File: config.mk
export PLATFORM = sky130hd
export DESIGN_NAME = instr_encoder
export DESIGN_NICKNAME = d
export VERILOG_FILES = /design/src/rtl/rv_isa_pkg.sv /design/src/rtl/instr_pack.sv /design/src/rtl/instr_encoder.sv
export SDC_FILE = /design/constraint.sdc
export NUM_CORES = 1
export LEC_CHECK = 0
export BUFFER_PORTS_ARGS = -buffer_cell sky130_fd_sc_hd__buf_2
export CAP_MARGIN = 40
export CORE_MARGIN = 1
export CORE_UTILIZATION = 25
export CTS_BUF_LIST = sky130_fd_sc_hd__clkbuf_4
export CTS_CLUSTER_DIAMETER = 100
export DETAILED_ROUTE_END_ITERATION = 10
export PLACE_DENSITY = 0.48
export SYNTH_ARGS = -nofsm -noshare
export SYNTH_HDL_FRONTEND = slang
export SYNTH_SLANG_ARGS = --single-unit
File: constraint.sdc
create_clock -name clk -period 3.9 [get_ports clk]
set_input_delay 0.195 -clock clk [delete_from_list [all_inputs] [get_ports clk]]
set_output_delay 0.195 -clock clk [all_outputs]
set_load 0.05 [all_outputs]
File: src/rtl/rv_isa_pkg.sv
// Shared RV32I encoding constants: instruction kinds, major opcodes and an
// immediate range helper used by the packer.
package rv_isa_pkg;

  typedef enum logic [2:0] {
    KIND_R      = 3'd0,
    KIND_LOAD   = 3'd1,
    KIND_OPIMM  = 3'd2,
    KIND_STORE  = 3'd3,
    KIND_BRANCH = 3'd4,
    KIND_JAL    = 3'd5,
    KIND_LUI    = 3'd6,
    KIND_JALR   = 3'd7
  } kind_e;

  localparam logic [6:0] OP_R      = 7'b0110011;
  localparam logic [6:0] OP_LOAD   = 7'b0000011;
  localparam logic [6:0] OP_OPIMM  = 7'b0010011;
  localparam logic [6:0] OP_STORE  = 7'b0100011;
  localparam logic [6:0] OP_BRANCH = 7'b1100011;
  localparam logic [6:0] OP_JAL    = 7'b1101111;
  localparam logic [6:0] OP_LUI    = 7'b0110111;
  localparam logic [6:0] OP_JALR   = 7'b1100111;

  // True when imm[31:msb] are all equal, i.e. the value survives truncation
  // to a signed field whose sign bit is at position msb.
  function automatic logic sext_ok(input logic [31:0] imm, input int unsigned msb);
    logic [31:0] hi;
    hi = $signed(imm) >>> msb;
    return (hi == '0) || (hi == '1);
  endfunction

endpackage

File: src/rtl/instr_pack.sv
// Combinational field packer: builds the 32-bit RV32I word for one request
// and flags immediates that do not fit the selected format.
module instr_pack (
  input  logic [2:0]  kind,
  input  logic [4:0]  rd,
  input  logic [4:0]  rs1,
  input  logic [4:0]  rs2,
  input  logic [2:0]  funct3,
  input  logic [6:0]  funct7,
  input  logic [31:0] imm,
  output logic [31:0] word,
  output logic        imm_bad
);
  import rv_isa_pkg::*;

  // Select the bit layout for the instruction kind and range-check the immediate.
  always_comb begin
    // NOTE: every output gets a default before the case so no path leaves it unassigned (no latch).
    word    = '0;
    imm_bad = 1'b0;
    case (kind_e'(kind))
      KIND_R: word = {funct7, rs2, rs1, funct3, rd, OP_R};
      KIND_LOAD: begin
        word    = {imm[11:0], rs1, funct3, rd, OP_LOAD};
        imm_bad = !sext_ok(imm, 11);
      end
      KIND_OPIMM: begin
        // Shift-immediates carry funct7 in the top bits and a 5-bit shamt.
        if (funct3 == 3'b001 || funct3 == 3'b101)
          word = {funct7, imm[4:0], rs1, funct3, rd, OP_OPIMM};
        else
          word = {imm[11:0], rs1, funct3, rd, OP_OPIMM};
        imm_bad = !sext_ok(imm, 11);
      end
      KIND_STORE: begin
        word    = {imm[11:5], rs2, rs1, funct3, imm[4:0], OP_STORE};
        imm_bad = !sext_ok(imm, 11);
      end
      KIND_BRANCH: begin
        word    = {imm[12], imm[10:5], rs2, rs1, funct3, imm[4:1], imm[11], OP_BRANCH};
        imm_bad = !sext_ok(imm, 12) || imm[0];
      end
      KIND_JAL: begin
        word    = {imm[20], imm[10:1], imm[11], imm[19:12], rd, OP_JAL};
        imm_bad = !sext_ok(imm, 20) || imm[0];
      end
      KIND_LUI: begin
        word    = {imm[31:12], rd, OP_LUI};
        imm_bad = (imm[11:0] != 12'h000);
      end
      KIND_JALR: begin
        word    = {imm[11:0], rs1, 3'b000, rd, OP_JALR};
        imm_bad = !sext_ok(imm, 11);
      end
    endcase
  end

endmodule

File: src/rtl/instr_encoder.sv
// Instruction encoder: accepts one instruction description at a time, packs it
// into an RV32I word and writes it to consecutive words of instruction memory.
// Optional build macro ENC_IMM_CHECK_EN: reject out-of-range immediates with an
// err pulse instead of silently truncating them.
module instr_encoder #(
  parameter logic [31:0] BASE_ADDR = 32'h0,
  parameter int          DEPTH     = 256
) (
  input  logic                       clk,
  input  logic                       rst,
  input  logic                       in_valid,
  output logic                       in_ready,
  input  logic [2:0]                 kind,
  input  logic [4:0]                 rd,
  input  logic [4:0]                 rs1,
  input  logic [4:0]                 rs2,
  input  logic [2:0]                 funct3,
  input  logic [6:0]                 funct7,
  input  logic [31:0]                imm,
  input  logic                       flush,
  output logic                       mem_we,
  output logic [31:0]                mem_addr,
  output logic [31:0]                mem_wdata,
  output logic                       full,
  output logic [$clog2(DEPTH+1)-1:0] count,
  output logic                       err
);
  import rv_isa_pkg::*;

  localparam int CW = $clog2(DEPTH + 1);

  typedef enum logic [1:0] {IDLE, WRITE, FULL} state_e;

  state_e         state_q, state_d;
  logic [CW-1:0]  count_q, count_d;
  logic [31:0]    word_q, word_d;
  logic           started_q;
  logic [31:0]    pack_word;
  logic           pack_bad;
  logic           accept;
  logic           reject;

  instr_pack u_pack (
    .kind    (kind),
    .rd      (rd),
    .rs1     (rs1),
    .rs2     (rs2),
    .funct3  (funct3),
    .funct7  (funct7),
    .imm     (imm),
    .word    (pack_word),
    .imm_bad (pack_bad)
  );

  // A flush in IDLE wins over a simultaneous request.
  assign accept = (state_q == IDLE) && in_valid && in_ready && !flush;

`ifdef ENC_IMM_CHECK_EN
  logic bad_q, bad_d;

  // Remember whether the accepted request had an unencodable immediate.
  always_comb begin
    bad_d = accept ? pack_bad : bad_q;
  end

  // Reject flag register, captured alongside the encoded word.
  always_ff @(posedge clk or posedge rst) begin
    if (rst) bad_q <= 1'b0;
    else     bad_q <= bad_d;
  end

  assign reject = bad_q;
`else
  logic unused_imm_bad;
  assign unused_imm_bad = pack_bad;
  assign reject         = 1'b0;
`endif

  // Next-state, write-pointer and captured-word logic.
  always_comb begin
    state_d = state_q;
    count_d = count_q;
    word_d  = word_q;
    case (state_q)
      IDLE: begin
        if (flush) begin
          count_d = '0;
        end else if (accept) begin
          word_d  = pack_word;
          state_d = WRITE;
        end
      end
      WRITE: begin
        state_d = IDLE;
        if (!reject) begin
          count_d = count_q + CW'(1);
          if (!flush && count_q == CW'(DEPTH - 1)) state_d = FULL;
        end
        // The write in this cycle still happens; only the pointer restarts.
        if (flush) count_d = '0;
      end
      FULL: begin
        if (flush) begin
          count_d = '0;
          state_d = IDLE;
        end
      end
      default: state_d = IDLE;
    endcase
  end

  // State registers; started_q holds off in_ready until the first edge after reset.
  always_ff @(posedge clk or posedge rst) begin
    if (rst) begin
      state_q   <= IDLE;
      count_q   <= '0;
      // NOTE: word_q is a single control-path register feeding mem_wdata, so it is reset to give a defined 0 out of reset.
      word_q    <= '0;
      started_q <= 1'b0;
    end else begin
      // NOTE: non-blocking assignments so every flop samples pre-edge values.
      state_q   <= state_d;
      count_q   <= count_d;
      word_q    <= word_d;
      started_q <= 1'b1;
    end
  end

  assign in_ready  = (state_q == IDLE) && started_q;
  assign mem_we    = (state_q == WRITE) && !reject;
  assign err       = (state_q == WRITE) && reject;
  assign mem_addr  = BASE_ADDR + (32'(count_q) << 2);
  assign mem_wdata = word_q;
  assign full      = (state_q == FULL);
  assign count     = count_q;

endmodule

==> impl_metrics.tcl <==
set metrics [dict create \
    drt_iter0_drc 78 \
    synth_edf_count 0 \
    drc_errors 0 \
    antenna_found_initial 2 \
    path_cells "nor2_2, nand3_2, buf_4, nand2_1, o21ai_0" \
    synth_top_family_by_area "compound AO/OA/AOI/OAI gates" \
    cts_setup_buffers 0 \
    ctsResizeCount 0 \
    gr-total-overflow 0 \
    synth_seq_cells 43 \
    finalCriticalPeriod_ns 2.17 \
    core_area_um2 10400 \
    min_path_type "input port to register" \
    finalNetCount 461 \
    synth-simple-area-share_pct 16.7 \
    insertion_delay_ns 0.36 \
    start_util_pct 26.0 \
    seqPwrFrac_pct 39.7 \
    firstDrtPassIters 6 \
    grt_max_degree 40 \
    crit_path_top_delay_cell "nand3_2" \
    finalHoldViolCount 0 \
    p_switching_w 0.000609 \
    drive_gt1_share_pct 34.1 \
    min_period_over_period_pct 55.7 \
    die_h_um 106 \
    port_buffers 116 \
    final_common_cell "buf_2" \
    layout_common_cells "buf_2, nand2_1, dfrtp_1" \
    num_antenna_cells 0 \
    worstPathArrival_ns 2.41 \
    ys_warn_count 0 \
    root_buffer "clkbuf_4" \
    worst_pin_slew_ns 0.697 \
    synthXorXnorAreaFrac_pct 0.603 \
    p_clk_share_pct 20.8 \
    ys.flop_type "dfrtp_1" \
    cts_tree "done" \
    netlist_instances 298 \
    cp-end-kind "register" \
    clock_sinks 43 \
    path_delay_family "simple AND/OR/NAND/NOR gates" \
    synthAdderAreaFrac_pct 0.928 \
    rsz0062_at_grt "no" \
    powerDensity_nw_per_um2 416 \
    multiInputGateArea_um2 1340 \
    totalWireLength_um 7360 \
    max_slew_margin_pct 53.5 \
    timing.rr.start "state_q[1]" \
    grt_pass1_wl_um 11400 \
    path_max_fanout 39 \
    synth_compound_area_share_pct 21.0 \
    critPathLaunchType "register" \
    endpoint "mem_wdata[5]" \
    setup_violations 0 \
    worst-path-stages 5 \
    dpl.hpwl_um 5610 \
    routed_via_density 4.58 \
    crit_buf_inv 1 \
    drv_cap 0 \
    num_rows 37 \
    grt_use_total_pct 13.0 \
    cts_buffers 5 \
    ant_nets 0 \
    async_flop_share_pct 100 \
    vias 2435 \
    p_leak_nw 1.73 \
    slew_viol_final 0 \
    tns_ns 0 \
    finClkSkew_ns 0.0106 \
    critical_path_class "register to register" \
    routabilityCongestion 0.747 \
    clockBufferDepth 2 \
    p_sw_share_pct 44.2 \
    ir_drop_mv 0.169 \
    critPathMaxStageDelay_ns 0.59 \
    max_freq_mhz 461 \
    grt_pass1_vias 2300 \
    combPwrFrac_pct 39.5 \
    ff_latch_area_um2 1080 \
    die_w_um 106 \
    fillers 1173 \
    syn_area_per_cell_um2 9.05 \
    syn_to_final_growth_pct 22.5 \
    clk_pin_slew_ns 0.13 \
    status "complete, no violations" \
    internal_power_w 0.000767 \
    synth.area.mux_share_pct 7.10 \
    r2r_cells 5 \
    yosysUniqueCellTypes 47 \
    syn-cell-area_um2 2700 \
    seq_area_frac_synth_pct 39.9 \
    worstPathRequired_ns 4.14 \
    r2r-end "mem_wdata[5]" \
    htreeDepth 2 \
    wl_per_cell_um 13.8 \
    dieArea_um2 11200 \
    reg2reg_slack_ns 1.73 \
    p_total_w 0.00138 \
    io_pins 141 \
    startpoint "state_q[1]" \
]
## what timing repair did
action	4_1_cts	5_1_grt
hold endpoints to repair	15	0
setup endpoints to repair	0	0
hold buffers	1	0
## layout make-up
cell class / count / share of cell area, %
inverters: 6 / 0.682
flip-flops and latches: 43 / 32.6
repair buffers: 119 / 18.7
clock buffers: 5 / 1.14
multi-input cells: 220 / 40.6
clock inverters: 3 / 1.17
well taps: 136 / 5.15
## power by group through the flow
stage	clock, W	sequential (W)	combinational (W)
after CTS	0.000297	0.000547	0.000549
after global routing	0.000315	0.000555	0.000581
final	0.000287	0.000546	0.000543
after global placement	0	0.000557	0.000539
after floorplan	0	0.000774	0.000203
after detailed placement	0	0.000555	0.000548
## worst min-delay path by stage
stage                  start  depth (start not counted)            end
2_1_floorplan      funct3[0]                          2  mem_wdata[12]
6_report               flush                          2     state_q[1]
3_5_place_dp             rst                          2   mem_wdata[9]
3_3_place_gp   mem_wdata[27]                          2  mem_wdata[27]
4_1_cts                flush                          2     state_q[1]
5_1_grt                flush                          2     state_q[1]
## cell usage after synthesis, types with 5 or more instances
cell type / instances / share of area (%)
a21oi_1: 8 / 1.5
a222oi_1: 5 / 1.9
a22o_1: 5 / 1.6
a32o_1: 6 / 2.2
buf_4: 38 / 11
clkbuf_1: 9 / 1.3
dfrtp_1: 43 / 40
inv_1: 6 / 0.83
mux2i_1: 18 / 6.7
nand2_1: 46 / 6.4
nor2_1: 7 / 0.97
nor2b_1: 9 / 2.1
o21ai_0: 32 / 5.9
o22ai_1: 6 / 1.4
## metal layers
layer / track usage, % / vias up / share of wire, %
li1: - / 1209 / -
met1: 15.9 / 1124 / 45
met2: 21.2 / 97 / 45
met3: 5.19 / 5 / 9.4
met4: 2.98 / 0 / 0.92
met5: 0 / - / 0
## cell families (layout without fill, tap and decap cells)
family / Yosys count / in the layout
AOI/OAI and AO/OA: 83 / 83
xor gates and xnor gates: 1 / 1
adders and majority gates: 2 / 2
buffers and inverters: 58 / 133
DFF: 43 / 43
muxes: 19 / 19
other: 2 / 25
and+or+nand+nor: 90 / 90
## sequential cells by signal, summed over array words and instances, names as in the netlist
name / count
mem_wdata: 31
state_q: 2
started_q: 1
count: 9
## stage by stage
step	cell area, um2	util, %	setup WS [ns]	hold slack (ns)	std cells
after detailed placement	3220	31.0	1.71	0.197	523
after floorplan	2780	-	1.82	0.385	321
after global placement	3200	30.8	1.75	0.462	522
final	3300	31.9	1.73	0.0969	532
after global routing	3300	31.9	1.47	0.0858	532
after CTS	3300	31.9	1.68	0.0776	532
Power figures use the tool's default switching activity.
